[src/rtl/spi_bridge_pkg.sv]
// Shared constants for the SPI/AHB FIFO bridge: register offsets, launch FSM states
// and STATUS bit positions.
package spi_bridge_pkg;

  localparam logic [3:0] ADDR_TX   = 4'h0;
  localparam logic [3:0] ADDR_RX   = 4'h4;
  localparam logic [3:0] ADDR_STAT = 4'h8;
  localparam logic [3:0] ADDR_CTRL = 4'hC;

  typedef enum logic [1:0] {
    S_IDLE   = 2'd0,
    S_LAUNCH = 2'd1,
    S_XFER   = 2'd2
  } state_e;

  localparam int STAT_BUSY     = 0;
  localparam int STAT_TX_FULL  = 1;
  localparam int STAT_TX_EMPTY = 2;
  localparam int STAT_RX_FULL  = 3;
  localparam int STAT_RX_EMPTY = 4;
  localparam int STAT_TX_OVF   = 5;
  localparam int STAT_RX_OVF   = 6;
  localparam int STAT_RX_UDF   = 7;
  localparam int STAT_TX_CNT   = 8;
  localparam int STAT_RX_CNT   = 16;

endpackage

[src/rtl/sync_fifo.sv]
// Single-clock FIFO with occupancy count and flush. A push alongside a pop is accepted
// even when full; a push during flush lands as the sole entry.
module sync_fifo #(
  parameter int WIDTH = 8,
  parameter int DEPTH = 4
) (
  input  logic                     clk,
  input  logic                     rst,
  input  logic                     push,
  input  logic                     pop,
  input  logic                     flush,
  input  logic [WIDTH-1:0]         wdata,
  output logic                     full,
  output logic                     empty,
  output logic [$clog2(DEPTH):0]   count,
  output logic [WIDTH-1:0]         head
);

  localparam int AW = $clog2(DEPTH);
  localparam int CW = AW + 1;
  localparam logic [CW-1:0] FULL_CNT = DEPTH[CW-1:0];

  logic [WIDTH-1:0] mem_q [DEPTH];
  logic [AW-1:0]    wr_ptr_q, wr_ptr_d, rd_ptr_q, rd_ptr_d, wr_addr;
  logic [CW-1:0]    count_q, count_d;
  logic             do_push, do_pop;

  assign full  = (count_q == FULL_CNT);
  assign empty = (count_q == '0);
  assign count = count_q;
  assign head  = mem_q[rd_ptr_q];

  always_comb begin
    do_push  = push & (~full | pop | flush);
    do_pop   = pop & ~empty;
    wr_addr  = flush ? '0 : wr_ptr_q;
    wr_ptr_d = flush ? AW'(do_push) : wr_ptr_q + AW'(do_push);
    rd_ptr_d = flush ? '0 : rd_ptr_q + AW'(do_pop);
    count_d  = flush ? CW'(do_push) : count_q + CW'(do_push) - CW'(do_pop);
  end

  always_ff @(posedge clk) begin
    if (rst) begin
      wr_ptr_q <= '0;
      rd_ptr_q <= '0;
      count_q  <= '0;
    end else begin
      wr_ptr_q <= wr_ptr_d;
      rd_ptr_q <= rd_ptr_d;
      count_q  <= count_d;
    end
  end

  always_ff @(posedge clk) begin
    if (do_push) mem_q[wr_addr] <= wdata;
  end

endmodule

[src/rtl/spi_ahb_fifo_bridge.sv]
// AHB-side register block feeding a byte-serial SPI engine through TX/RX FIFOs,
// with a launch FSM driving the ready_send/busy handshake and sticky error flags.
module spi_ahb_fifo_bridge
  import spi_bridge_pkg::*;
#(
  parameter int DATA_W   = 8,
  parameter int TX_DEPTH = 4,
  parameter int RX_DEPTH = 4
) (
  input  logic              clk,
  input  logic              rst,
  input  logic              hsel,
  input  logic              hwrite,
  input  logic [31:0]       haddr,
  input  logic [31:0]       hwdata,
  output logic [31:0]       hrdata,
  input  logic [DATA_W-1:0] spi_data_out,
  input  logic              spi_busy,
  output logic [DATA_W-1:0] spi_data_in,
  output logic              spi_ready_send
);

  localparam int TX_CW = $clog2(TX_DEPTH) + 1;
  localparam int RX_CW = $clog2(RX_DEPTH) + 1;

  logic [3:0]        addr;
  logic              wr_tx, rd_rx, wr_stat, wr_ctrl;
  logic              tx_push, tx_full, tx_empty;
  logic [TX_CW-1:0]  tx_count;
  logic [DATA_W-1:0] tx_head;
  logic              rx_push, rx_pop, rx_full, rx_empty;
  logic [RX_CW-1:0]  rx_count;
  logic [DATA_W-1:0] rx_head;

  state_e            state_q, state_d;
  logic              launch, ack, capture;
  logic              ready_send_q;
  logic [DATA_W-1:0] data_in_q;

  logic              flush_q, rx_en_q;
  logic              tx_ovf_q, tx_ovf_d, rx_ovf_q, rx_ovf_d, rx_udf_q, rx_udf_d;
  logic [31:0]       status;
  logic              unused_bits;

  assign unused_bits = ^{haddr[31:4], hwdata[31:8]};

  assign addr    = haddr[3:0];
  assign wr_tx   = hsel &  hwrite & (addr == ADDR_TX);
  assign rd_rx   = hsel & ~hwrite & (addr == ADDR_RX);
  assign wr_stat = hsel &  hwrite & (addr == ADDR_STAT);
  assign wr_ctrl = hsel &  hwrite & (addr == ADDR_CTRL);

  // Fullness is sampled before the launch pop, and writes landing on a flush cycle are discarded.
  assign tx_push = wr_tx & ~tx_full & ~flush_q;
  assign rx_push = capture & rx_en_q;
  assign rx_pop  = rd_rx & ~rx_empty;

  sync_fifo #(.WIDTH(DATA_W), .DEPTH(TX_DEPTH)) u_tx_fifo (
    .clk   (clk),
    .rst   (rst),
    .push  (tx_push),
    .pop   (launch),
    .flush (flush_q),
    .wdata (hwdata[DATA_W-1:0]),
    .full  (tx_full),
    .empty (tx_empty),
    .count (tx_count),
    .head  (tx_head)
  );

  sync_fifo #(.WIDTH(DATA_W), .DEPTH(RX_DEPTH)) u_rx_fifo (
    .clk   (clk),
    .rst   (rst),
    .push  (rx_push),
    .pop   (rx_pop),
    .flush (flush_q),
    .wdata (spi_data_out),
    .full  (rx_full),
    .empty (rx_empty),
    .count (rx_count),
    .head  (rx_head)
  );

  always_ff @(posedge clk) begin
    if (rst) state_q <= S_IDLE;
    else     state_q <= state_d;
  end

  always_comb begin
    state_d = state_q;
    case (state_q)
      S_IDLE:   if (!tx_empty && !spi_busy) state_d = S_LAUNCH;
      S_LAUNCH: if (spi_busy)               state_d = S_XFER;
      S_XFER:   if (!spi_busy)              state_d = S_IDLE;
      default:                              state_d = S_IDLE;
    endcase
  end

  always_comb begin
    launch  = (state_q == S_IDLE)   & ~tx_empty & ~spi_busy;
    ack     = (state_q == S_LAUNCH) &  spi_busy;
    capture = (state_q == S_XFER)   & ~spi_busy;
  end

  always_ff @(posedge clk) begin
    if (rst) begin
      ready_send_q <= 1'b0;
      data_in_q    <= '0;
    end else if (launch) begin
      ready_send_q <= 1'b1;
      data_in_q    <= tx_head;
    end else if (ack) begin
      ready_send_q <= 1'b0;
    end
  end

  assign spi_ready_send = ready_send_q;
  assign spi_data_in    = data_in_q;

  // A new error event in the same cycle as a write-1-to-clear keeps the flag set.
  always_comb begin
    tx_ovf_d = (tx_ovf_q & ~(wr_stat & hwdata[STAT_TX_OVF])) | (wr_tx & tx_full & ~flush_q);
    rx_ovf_d = (rx_ovf_q & ~(wr_stat & hwdata[STAT_RX_OVF])) |
               (rx_push & rx_full & ~rx_pop & ~flush_q);
    rx_udf_d = (rx_udf_q & ~(wr_stat & hwdata[STAT_RX_UDF])) | (rd_rx & rx_empty);
  end

  always_ff @(posedge clk) begin
    if (rst) begin
      flush_q  <= 1'b0;
      rx_en_q  <= 1'b1;
      tx_ovf_q <= 1'b0;
      rx_ovf_q <= 1'b0;
      rx_udf_q <= 1'b0;
    end else begin
      flush_q  <= wr_ctrl & hwdata[1];
      if (wr_ctrl) rx_en_q <= hwdata[0];
      tx_ovf_q <= tx_ovf_d;
      rx_ovf_q <= rx_ovf_d;
      rx_udf_q <= rx_udf_d;
    end
  end

  always_comb begin
    status                      = '0;
    status[STAT_BUSY]           = (state_q != S_IDLE);
    status[STAT_TX_FULL]        = tx_full;
    status[STAT_TX_EMPTY]       = tx_empty;
    status[STAT_RX_FULL]        = rx_full;
    status[STAT_RX_EMPTY]       = rx_empty;
    status[STAT_TX_OVF]         = tx_ovf_q;
    status[STAT_RX_OVF]         = rx_ovf_q;
    status[STAT_RX_UDF]         = rx_udf_q;
    status[STAT_TX_CNT +: 8]    = 8'(tx_count);
    status[STAT_RX_CNT +: 8]    = 8'(rx_count);
  end

  always_comb begin
    hrdata = '0;
    case (addr)
      ADDR_RX:   hrdata = rx_empty ? '0 : 32'(rx_head);
      ADDR_STAT: hrdata = status;
      ADDR_CTRL: hrdata = {31'b0, rx_en_q};
      default:   hrdata = '0;
    endcase
  end

endmodule

[config.mk]
export PLATFORM = sky130hd
export DESIGN_NAME = spi_ahb_fifo_bridge
export DESIGN_NICKNAME = d
export VERILOG_FILES = /design/src/rtl/spi_bridge_pkg.sv /design/src/rtl/sync_fifo.sv /design/src/rtl/spi_ahb_fifo_bridge.sv
export SDC_FILE = /design/constraint.sdc
export NUM_CORES = 1
export LEC_CHECK = 0
export ABC_AREA = 1
export BUFFER_PORTS_ARGS = -buffer_cell sky130_fd_sc_hd__buf_2
export CORE_MARGIN = 2
export CORE_UTILIZATION = 55
export CTS_CLUSTER_DIAMETER = 30
export CTS_CLUSTER_SIZE = 10
export DETAILED_ROUTE_END_ITERATION = 12
export PLACE_DENSITY = 0.83
export REMOVE_ABC_BUFFERS = 1
export SLEW_MARGIN = 10
export SYNTH_ARGS = -nofsm -noshare
export SYNTH_HDL_FRONTEND = slang
export SYNTH_HIERARCHICAL = 1
export SYNTH_SLANG_ARGS = --single-unit
[constraint.sdc]
create_clock -name clk -period 6.2 [get_ports clk]
set_input_delay 0.62 -clock clk [delete_from_list [all_inputs] [get_ports clk]]
set_output_delay 0.62 -clock clk [all_outputs]
set_load 0.02 [all_outputs]
==> impl_metrics.tcl, run 1 <==
set metrics [dict create \
    die_area_um2 8740 \
    cts_tree "done" \
    port_buffers 47 \
    required_ns 5.58 \
    vias 3159 \
    placedInstanceArea_um2 4580 \
    ctsHoldBuffers 0 \
    skew_ns 0.0130 \
    wire_per_inst_um 13.9 \
    ioPinCount 118 \
    place_congestion 0.825 \
    num-fill-cells 632 \
    start_util_pct 57.0 \
    wl_met1_um 3510 \
    core_um2 7730 \
    final_common_cell "nand2_1" \
    synth_area_um2 4400 \
    drc_errors 0 \
    synth_area_per_cell_um2 9.55 \
    drive_above_1_share_pct 15.4 \
    cts_root_buffer "clkbuf_8" \
    htree_levels 3 \
    rrSetupSlack_ns 3.55 \
    clock_latency_ns 0.36 \
    finalHoldViolCount 0 \
    postRouteAntennaNets 0 \
    fin_hold_ws_ns 0.465 \
    areaGrowthSynthToFinish_pct 8.24 \
    fin_crit_sh_pct 44.0 \
    nets 594 \
    rsz0062_at_grt "false" \
    critical_path_class "flop to primary output" \
    cts_buffers 9 \
    synth_top_area_share_pct 43.6 \
    setup_viol 0 \
    place_hpwl_um 5920 \
    vias_per_cell 5.14 \
    top_layer "met4" \
    n_antenna_cell 0 \
    slew_headroom_pct 31.6 \
    min_period_ns 2.73 \
    final-max-slew-violation-count 0 \
    ctsResizeCount 0 \
    combPwrFrac_pct 4.0 \
    wl_met2_um 4360 \
    grt_pass1_vias 2961 \
    critPathLaunchType "flop" \
    swShare_pct 23.9 \
    path_max_fanout 33 \
    status "completed" \
    clk_pin_slew_ns 0.10 \
    post-cts-setup-buffer-count 0 \
    p_switching_uw 264 \
    drt_iter0_drc 198 \
    synthCells 461 \
    grt_overflow 0 \
    p_per_area_nw_per_um2 231 \
    final_cells 614 \
    p_leak_uw 0.00203 \
    ys_warn_count 6 \
    cap_violations 0 \
    antenna_found_initial 0 \
    fin_setup_tns_ns 0 \
    clkSinkCount 94 \
    rows 32 \
    tightestPinTransition_ns 1.02 \
    most-common-layout-cells "nand2_1 (82), inv_1 (77), edfxtp_1 (64)" \
    grt_max_degree 34 \
    finalPower_uw 1100 \
    yosys-top-cells-area "edfxtp_1 (44%), dfxtp_1 (14%), nand2_1 (7.0%)" \
    ys_seq_elements 94 \
    firstDrtPassIters 5 \
    arrival_ns 2.11 \
    p_int_uw 838 \
    setup.worst_path.end_class "primary output" \
    hold_path.class "primary input to flop" \
    grt_first_pass_wirelength_um 13800 \
    ir_worst_vdd_v 0.000176 \
    wirelength_um 8550 \
    stdcell_area_um2 4770 \
    die_x_um 93.5 \
    fmax_mhz 366 \
    yosysTopAreaCell "edfxtp_1" \
    wl_met3_um 571 \
    clk_path_buf_depth 2 \
    clkPwrFrac_pct 35.2 \
    ys_seq_area_share_pct 57.3 \
    grt_usage_pct 20.7 \
    synth.distinct_cells 31 \
    die_h_um 93.5 \
    placed_cells 598 \
    pwr-share-seq_pct 60.8 \
]
-- worst max-delay path, stage by stage (launching register included) --
cell      delay [ns]
dfxtp_1         0.99
nand2_1         0.17
o211ai_1        0.15
nand2_1         0.08
nand2_1         0.10
o21ai_1         0.09
buf_2           0.16
-- logic make-up after synthesis --
family                     after synthesis  share of synthesized area [%]
and+or+nand+nor                        174                           17.1
buffers and inverters                  109                           12.5
DFF                                     94                           57.3
AOI/OAI and AO/OA                       69                           9.01
adders and majority gates               10                           3.18
xor gates and xnor gates                 4                          0.795
other                                    1                         0.0851
-- power groups by stage --
stage	combinational [µW]	clock, µW	sequential, µW
global route	49.0	426	670
floorplan	23.3	0	685
detailed placement	43.6	0	685
CTS	43.9	394	670
global placement	42.0	0	684
finish	44.2	387	670
-- sequential cells by signal, indices dropped and copies added (netlist names) --
register            cells
flush_q                 1
rx_en_q                 1
rx_ovf_q                1
rx_udf_q                1
spi_data_in             8
spi_ready_send          1
state_q                 2
tx_ovf_q                1
u_rx_fifo/count         3
u_rx_fifo/mem_q        32
u_rx_fifo/rd_ptr_q      2
u_rx_fifo/wr_ptr_q      2
u_tx_fifo/count         3
u_tx_fifo/mem_q        32
u_tx_fifo/rd_ptr_q      2
u_tx_fifo/wr_ptr_q      2
-- cells in the mapped netlist --
cell type	number
dfxtp_1	30
a21oi_1	24
nand3_2	1
conb_1	1
nand3_1	16
buf_6	6
edfxtp_1	64
o21ai_1	6
nand4_4	1
nand2_4	1
nor2_1	59
inv_2	3
fa_1	2
nand3b_1	2
nand2_2	3
inv_1	77
nor3_4	1
buf_4	20
o21ai_0	20
clkbuf_1	1
xnor2_1	4
nor2_2	3
ha_1	8
nand2_1	82
nand4_1	2
o21ai_2	1
a21oi_2	2
buf_8	2
o211ai_1	16
nor3_1	2
nor2_4	1
-- layer usage --
metal	up-vias	GRT usage [%]
met5	-	0
met4	0	5.27
met2	128	35.9
met1	1475	25.6
met3	10	5.40
li1	1546	-
-- stage by stage --
stage / util, % / setup WS [ns]
after global routing: 61.7 / 3.29
final: 61.7 / 3.47
after global placement: 59.3 / 3.50
after floorplan: - / 3.78
after detailed placement: 59.3 / 3.44
after CTS: 61.7 / 3.47
-- final cells by class --
type	instances	area [µm²]	share of cell area (%)
flip-flops and latches	94	2520	52.9
multi-input cells	275	1390	29.2
inverters	80	300	6.30
repair buffers	47	235	4.93
clock buffers	10	128	2.68
well taps	102	128	2.68
clock inverters	6	60.1	1.26
-- path summary, 6_finish.rpt --
check                        start                    end  depth (start not counted)
min reg2reg               rx_udf_q               rx_udf_q                          2
max reg2reg     u_rx_fifo/count[2]     u_rx_fifo/count[1]                         13
max          u_rx_fifo/rd_ptr_q[0]              hrdata[2]                          6
min                spi_data_out[6]  u_rx_fifo/mem_q[2][6]                          1
Power figures use the tool's default switching activity.
==> run 2, diff against run 1 <==
ABC_AREA = 0   (was 1)
CORE_UTILIZATION = 47   (was 55)
PLACE_DENSITY = 0.76   (was 0.83)
clock period = 2.4 ns   (was 6.2 ns; I/O delays follow)
==> impl_metrics.tcl, run 2 <==
set metrics [dict create \
    status "finished with violations" \
    violations "setup timing" \
    gr-usage-met1_pct 21.3 \
    most-common-layout-cells "edfxtp_1 (64), buf_2 (47), buf_4 (40)" \
    grt_max_degree 34 \
    swShare_pct 23.8 \
    hold_path.class "primary input to flop" \
    path_buf_inv 2 \
    fmax_mhz 379 \
    crit_cells 11 \
    synth-async-reset-ratio_pct 0 \
    drive_above_1_share_pct 41.8 \
    crit_slowest_cell "or4b_4" \
    setup.worst_path.end_class "flop" \
    grt_pass1_vias 2740 \
    ys_warn_count 6 \
    rr_endpoint "u_rx_fifo/count[1]" \
    cts_root_buffer "clkbuf_8" \
    grt_overflow 0 \
    areaGrowthSynthToFinish_pct 22.2 \
    combPwrFrac_pct 4.3 \
    clkSinkCount 94 \
    finalHoldViolCount 0 \
    crit_path_max_incr_delay_ns 0.49 \
    final-max-slew-violation-count 0 \
    clk_pin_slew_ns 0.10 \
    worst_path_most_repeated_cell "inv_1" \
    antenna_found_initial 0 \
    cts_buffers 9 \
    critical_path_class "flop to flop" \
    die_x_um 98.3 \
    wire_per_inst_um 16.2 \
    clock_latency_ns 0.36 \
    synth.distinct_cells 54 \
    p_per_area_nw_per_um2 556 \
    skew_ns 0.0100 \
    vias_per_cell 5.28 \
    wirelength_um 8200 \
    setup_viol 5 \
    required_ns 2.62 \
    ioPinCount 118 \
    final_common_cell "edfxtp_1" \
    path_max_fanout 2 \
    ys_seq_elements 94 \
    ys_seq_area_share_pct 60.3 \
    synth_most_common_cell "edfxtp_1" \
    grt_first_pass_wirelength_um 13100 \
    firstDrtPassIters 5 \
    worstRegToRegCells 11 \
    synth-edff-count 64 \
    synth_common_cells "edfxtp_1 (64), dfxtp_1 (30), nand2_1 (21)" \
    yosysTopAreaCell "edfxtp_1" \
    synth_area_um2 4180 \
    globalRouteMet3Util_pct 4.80 \
    n_antenna_cell 0 \
    postRouteAntennaNets 0 \
    finalPower_uw 2840 \
    port_buffers 47 \
    vias 2666 \
    drc_errors 0 \
    rows 34 \
    synth_area_per_cell_um2 14.2 \
    crit_chain "nor3_4 > nor3b_2 > nand4b_1 > inv_1 > or4b_4 > o21ai_2 > ha_1 > inv_1 > ha_2 > fa_2 > nor3b_1" \
    met2_usage_pct 30.1 \
    core_um2 8680 \
    rr_startpoint "u_rx_fifo/count[0]" \
    critical_path.top_delay_family "simple AND/OR/NAND/NOR gates" \
    p_leak_uw 0.00194 \
    tightestPinTransition_ns 0.756 \
    cap_violations 0 \
    busiest_layer "met2" \
    ctsHoldBuffers 0 \
    p_int_uw 2160 \
    cts_tree "done" \
    synth_flop_cell "edfxtp_1" \
    place_congestion 0.824 \
    yosys-top-cells-area "edfxtp_1 (46%), dfxtp_1 (14%), mux4_2 (8.6%)" \
    arrival_ns 2.87 \
    die_area_um2 9660 \
    drt_iter0_drc 113 \
    htree_levels 3 \
    min_period_ns 2.64 \
    die_h_um 98.3 \
    setup_ws_ns -0.241 \
    critPathLaunch "u_rx_fifo/count[0]" \
    place_hpwl_um 5610 \
    critPathLaunchType "flop" \
    ir_worst_vdd_v 0.000353 \
    grt_usage_pct 17.7 \
    start_util_pct 48.2 \
    dp_slack_ns -0.427 \
    fin_crit_sh_pct 110 \
    pwr-share-seq_pct 60.9 \
    rrSetupSlack_ns -0.24 \
    nets 479 \
    clkPwrFrac_pct 34.8 \
    clk_path_buf_depth 2 \
    endpoint "u_rx_fifo/count[1]" \
    synthCells 295 \
    synth_top_area_share_pct 46.0 \
    num-fill-cells 689 \
    rsz0062_at_grt "true" \
    slew_headroom_pct 49.6 \
    p_switching_uw 675 \
    fin_setup_tns_ns -0.817 \
]
[run 2: changes by cell type after synthesis, sizes merged, moves of 6 or more]
cell	delta
nand2	-64
nand3	-15
inv	-66
nor3	+14
nand2b	+7
o211ai	-16
a21oi	-12
and3	+6
a22o	+6
nor2	-58
o21ai	-22
nor3b	+8
mux4	+16
[run 2: how the worst min path moves through the flow]
stage / startpoint / endpoint / slack, ns / depth (start not counted)
after floorplan: rst / spi_data_in[0] / 0.30 / 1
after global placement: spi_data_out[0] / u_rx_fifo/mem_q[1][0] / 0.45 / 1
after detailed placement: spi_data_out[0] / u_rx_fifo/mem_q[0][0] / 0.45 / 1
after CTS: hwdata[3] / u_tx_fifo/mem_q[0][3] / 0.06 / 1
after global routing: spi_data_out[0] / u_rx_fifo/mem_q[2][0] / 0.07 / 1
final: hwdata[2] / u_tx_fifo/mem_q[1][2] / 0.08 / 1
[run 2: layout make-up]
| cell class | instances | area, µm² | area share [%] |
|---|---|---|---|
| Tap cell | 108 | 135 | 2.64 |
| Sequential cell | 94 | 2530 | 49.5 |
| Timing Repair Buffer | 98 | 668 | 13.1 |
| Inverter | 15 | 68.8 | 1.35 |
| Clock buffer | 9 | 124 | 2.42 |
| Clock inverter | 7 | 61.3 | 1.20 |
| Multi-Input combinational cell | 174 | 1520 | 29.8 |
[run 2: what timing repair did]
action / CTS / global route
endpoints found under the setup margin: 5 / 9
setup buffers: 14 / 0
resized for setup: 14 / 17
pin swaps: 6 / 9
[run 2: routing by layer]
layer | part of all wire (%) | vias up
li1 | - | 1271
met1 | 43 | 1309
met2 | 50 | 70
met3 | 4.3 | 16
met4 | 2.4 | 0
met5 | 0 | -
[run 2: cells by family (layout without fill, tap and decap cells)]
logic type	after synthesis	after routing	share of synthesized area, %
multiplexers	17	17	8.86
adder cells (fa/ha/maj)	10	10	3.35
XOR/XNOR	7	7	2.27
flip-flops	94	94	60.3
AND/OR/NAND/NOR	86	86	12.4
buffers and inverters	44	129	6.17
AO/OA/AOI/OAI	36	36	6.53
other	1	18	0.0897
[run 2: power by group through the flow]
| stage | combinational, µW | clock, µW | sequential (µW) |
|---|---|---|---|
| floorplan | 47.2 | 0 | 1770 |
| global placement | 117 | 0 | 1770 |
| detailed placement | 120 | 0 | 1770 |
| CTS | 121 | 1020 | 1730 |
| global route | 133 | 1080 | 1730 |
| finish | 123 | 988 | 1730 |
[run 2: through the flow]
stage,instances,instance area (µm²),hold slack [ns],utilization [%]
6_report,505,5110,0.0775,58.9
5_1_grt,505,5110,0.0659,58.9
4_1_cts,506,5060,0.0636,58.3
3_5_place_dp,476,4720,0.455,54.4
3_3_place_gp,476,4720,0.449,54.4
2_1_floorplan,283,4060,0.302,-
==> run 3, diff against run 2 <==
SETUP_SLACK_MARGIN = 0.02   (was default)
==> impl_metrics.tcl, run 3 (same netlist as run 2, synthesis figures left out) <==
set metrics [dict create \
    fin_setup_tns_ns -0.817 \
    die_x_um 98.3 \
    grt_max_degree 34 \
    clkSinkCount 94 \
    wirelength_um 8200 \
    violations "setup timing" \
    pwr-share-seq_pct 60.9 \
    swShare_pct 23.8 \
    grt_usage_pct 17.7 \
    nets 479 \
    critPathLaunchType "flop" \
    skew_ns 0.00990 \
    multi_input_area_um2 1520 \
    cts_buffers 9 \
    clk_path_buf_depth 2 \
    final-max-slew-violation-count 0 \
    most-common-layout-cells "edfxtp_1 (64), buf_2 (47), buf_4 (40)" \
    vias 2665 \
    clk_pin_slew_ns 0.10 \
    vias_per_cell 5.28 \
    clkPwrFrac_pct 34.8 \
    die_h_um 98.3 \
    min_period_ns 2.64 \
    wire_per_inst_um 16.2 \
    crit_slowest_cell "or4b_4" \
    p_int_uw 2160 \
    combPwrFrac_pct 4.3 \
    ir_worst_vdd_v 0.000353 \
    areaGrowthSynthToFinish_pct 22.2 \
    cts_root_buffer "clkbuf_8" \
    utilization_pct 58.9 \
    drive_above_1_share_pct 41.8 \
    regArea_um2 2530 \
    finalHoldViolCount 0 \
    fmax_mhz 379 \
    critical_path_class "flop to flop" \
    antenna_found_initial 0 \
    cts_tree "done" \
    stdcell_area_um2 5110 \
    ctsHoldBuffers 0 \
    setup_viol 5 \
    firstDrtPassIters 5 \
    critPathLaunch "u_rx_fifo/count[0]" \
    worstRegToRegCells 11 \
    rows 34 \
    hold_path.class "primary input to flop" \
    rrSetupSlack_ns -0.24 \
    htree_levels 3 \
    ioPinCount 118 \
    place_hpwl_um 5610 \
    path_max_fanout 2 \
    postRouteAntennaNets 0 \
    grt_pass1_vias 2740 \
    n_antenna_cell 0 \
    setup.worst_path.end_class "flop" \
    p_leak_uw 0.00194 \
    drt_iter0_drc 113 \
    slew_headroom_pct 49.6 \
    arrival_ns 2.87 \
    grt_first_pass_wirelength_um 13100 \
    final_common_cell "edfxtp_1" \
    cap_violations 0 \
    setup_ws_ns -0.241 \
    num-fill-cells 689 \
    worst_path_most_repeated_cell "inv_1" \
    rr_startpoint "u_rx_fifo/count[0]" \
    status "finished with violations" \
    die_area_um2 9660 \
    start_util_pct 48.2 \
    crit_chain "nor3_4 > nor3b_2 > nand4b_1 > inv_1 > or4b_4 > o21ai_2 > ha_1 > inv_1 > ha_2 > fa_2 > nor3b_1" \
    rsz0062_at_grt "true" \
    p_per_area_nw_per_um2 556 \
    clock_latency_ns 0.36 \
    core_um2 8680 \
    place_congestion 0.824 \
    endpoint "u_rx_fifo/count[1]" \
    p_switching_uw 676 \
    crit_path_max_incr_delay_ns 0.49 \
    drc_errors 0 \
    rr_endpoint "u_rx_fifo/count[1]" \
    port_buffers 47 \
    fin_crit_sh_pct 110 \
    grt_overflow 0 \
    required_ns 2.62 \
    tightestPinTransition_ns 0.756 \
    placedInstanceArea_um2 4720 \
]
[run 3: final cells by class]
type / count / area share (%)
Clock buffer: 9 / 2.42
Clock inverter: 7 / 1.20
Inverter: 15 / 1.35
Multi-Input combinational cell: 174 / 29.8
Sequential cell: 94 / 49.5
Tap cell: 108 / 2.64
Timing Repair Buffer: 98 / 13.1
[run 3: power groups by stage]
stage / Combinational, µW / Clock (µW) / Sequential [µW]
2_1_floorplan: 47.2 / 0 / 1770
3_3_place_gp: 117 / 0 / 1770
3_5_place_dp: 120 / 0 / 1770
4_1_cts: 121 / 1020 / 1730
5_1_grt: 133 / 1080 / 1730
6_report: 123 / 988 / 1730
[run 3: stage by stage]
stage / worst slack (ns) / total power (µW) / cells / hold WS (ns)
CTS: -0.244 / 2870 / 506 / 0.0636
finish: -0.241 / 2840 / 505 / 0.0774
global placement: -0.301 / 1880 / 476 / 0.449
detailed placement: -0.427 / 1890 / 476 / 0.455
floorplan: -0.568 / 1820 / 283 / 0.302
global route: -0.348 / 2940 / 505 / 0.0659
[run 3: worst min-delay path by stage]
| stage | to | from | cells after the start | slack [ns] |
|---|---|---|---|---|
| 5_1_grt | u_rx_fifo/mem_q[2][0] | spi_data_out[0] | 1 | 0.07 |
| 6_report | u_tx_fifo/mem_q[1][2] | hwdata[2] | 1 | 0.08 |
| 3_3_place_gp | u_rx_fifo/mem_q[1][0] | spi_data_out[0] | 1 | 0.45 |
| 3_5_place_dp | u_rx_fifo/mem_q[0][0] | spi_data_out[0] | 1 | 0.45 |
| 2_1_floorplan | spi_data_in[0] | rst | 1 | 0.30 |
| 4_1_cts | u_tx_fifo/mem_q[0][3] | hwdata[3] | 1 | 0.06 |
[run 3: worst max-delay path, delay by kind of cell (launching register included)]
kind	cells	cell delay (ns)
AO/OA/AOI/OAI	1	0.12
buffers and inverters	2	0.13
adder cells (fa/ha/maj)	3	0.82
AND/OR/NAND/NOR	5	1.06
flip-flops	1	0.35
[run 3: timing repair]
action,in CTS,in global routing
hold endpoints to repair,0,0
endpoints found under the setup margin,5,23
resized for setup,14,17
pin swaps,6,10
setup buffers,14,0
[run 3: metal layers]
metal | vias to the layer above | track usage, % | wire length, µm
met1 | 1308 | 21.3 | 3550
met4 | 0 | 7.48 | 198
met3 | 16 | 4.80 | 350
met5 | - | 0 | 0
li1 | 1271 | - | -
met2 | 70 | 30.1 | 4100
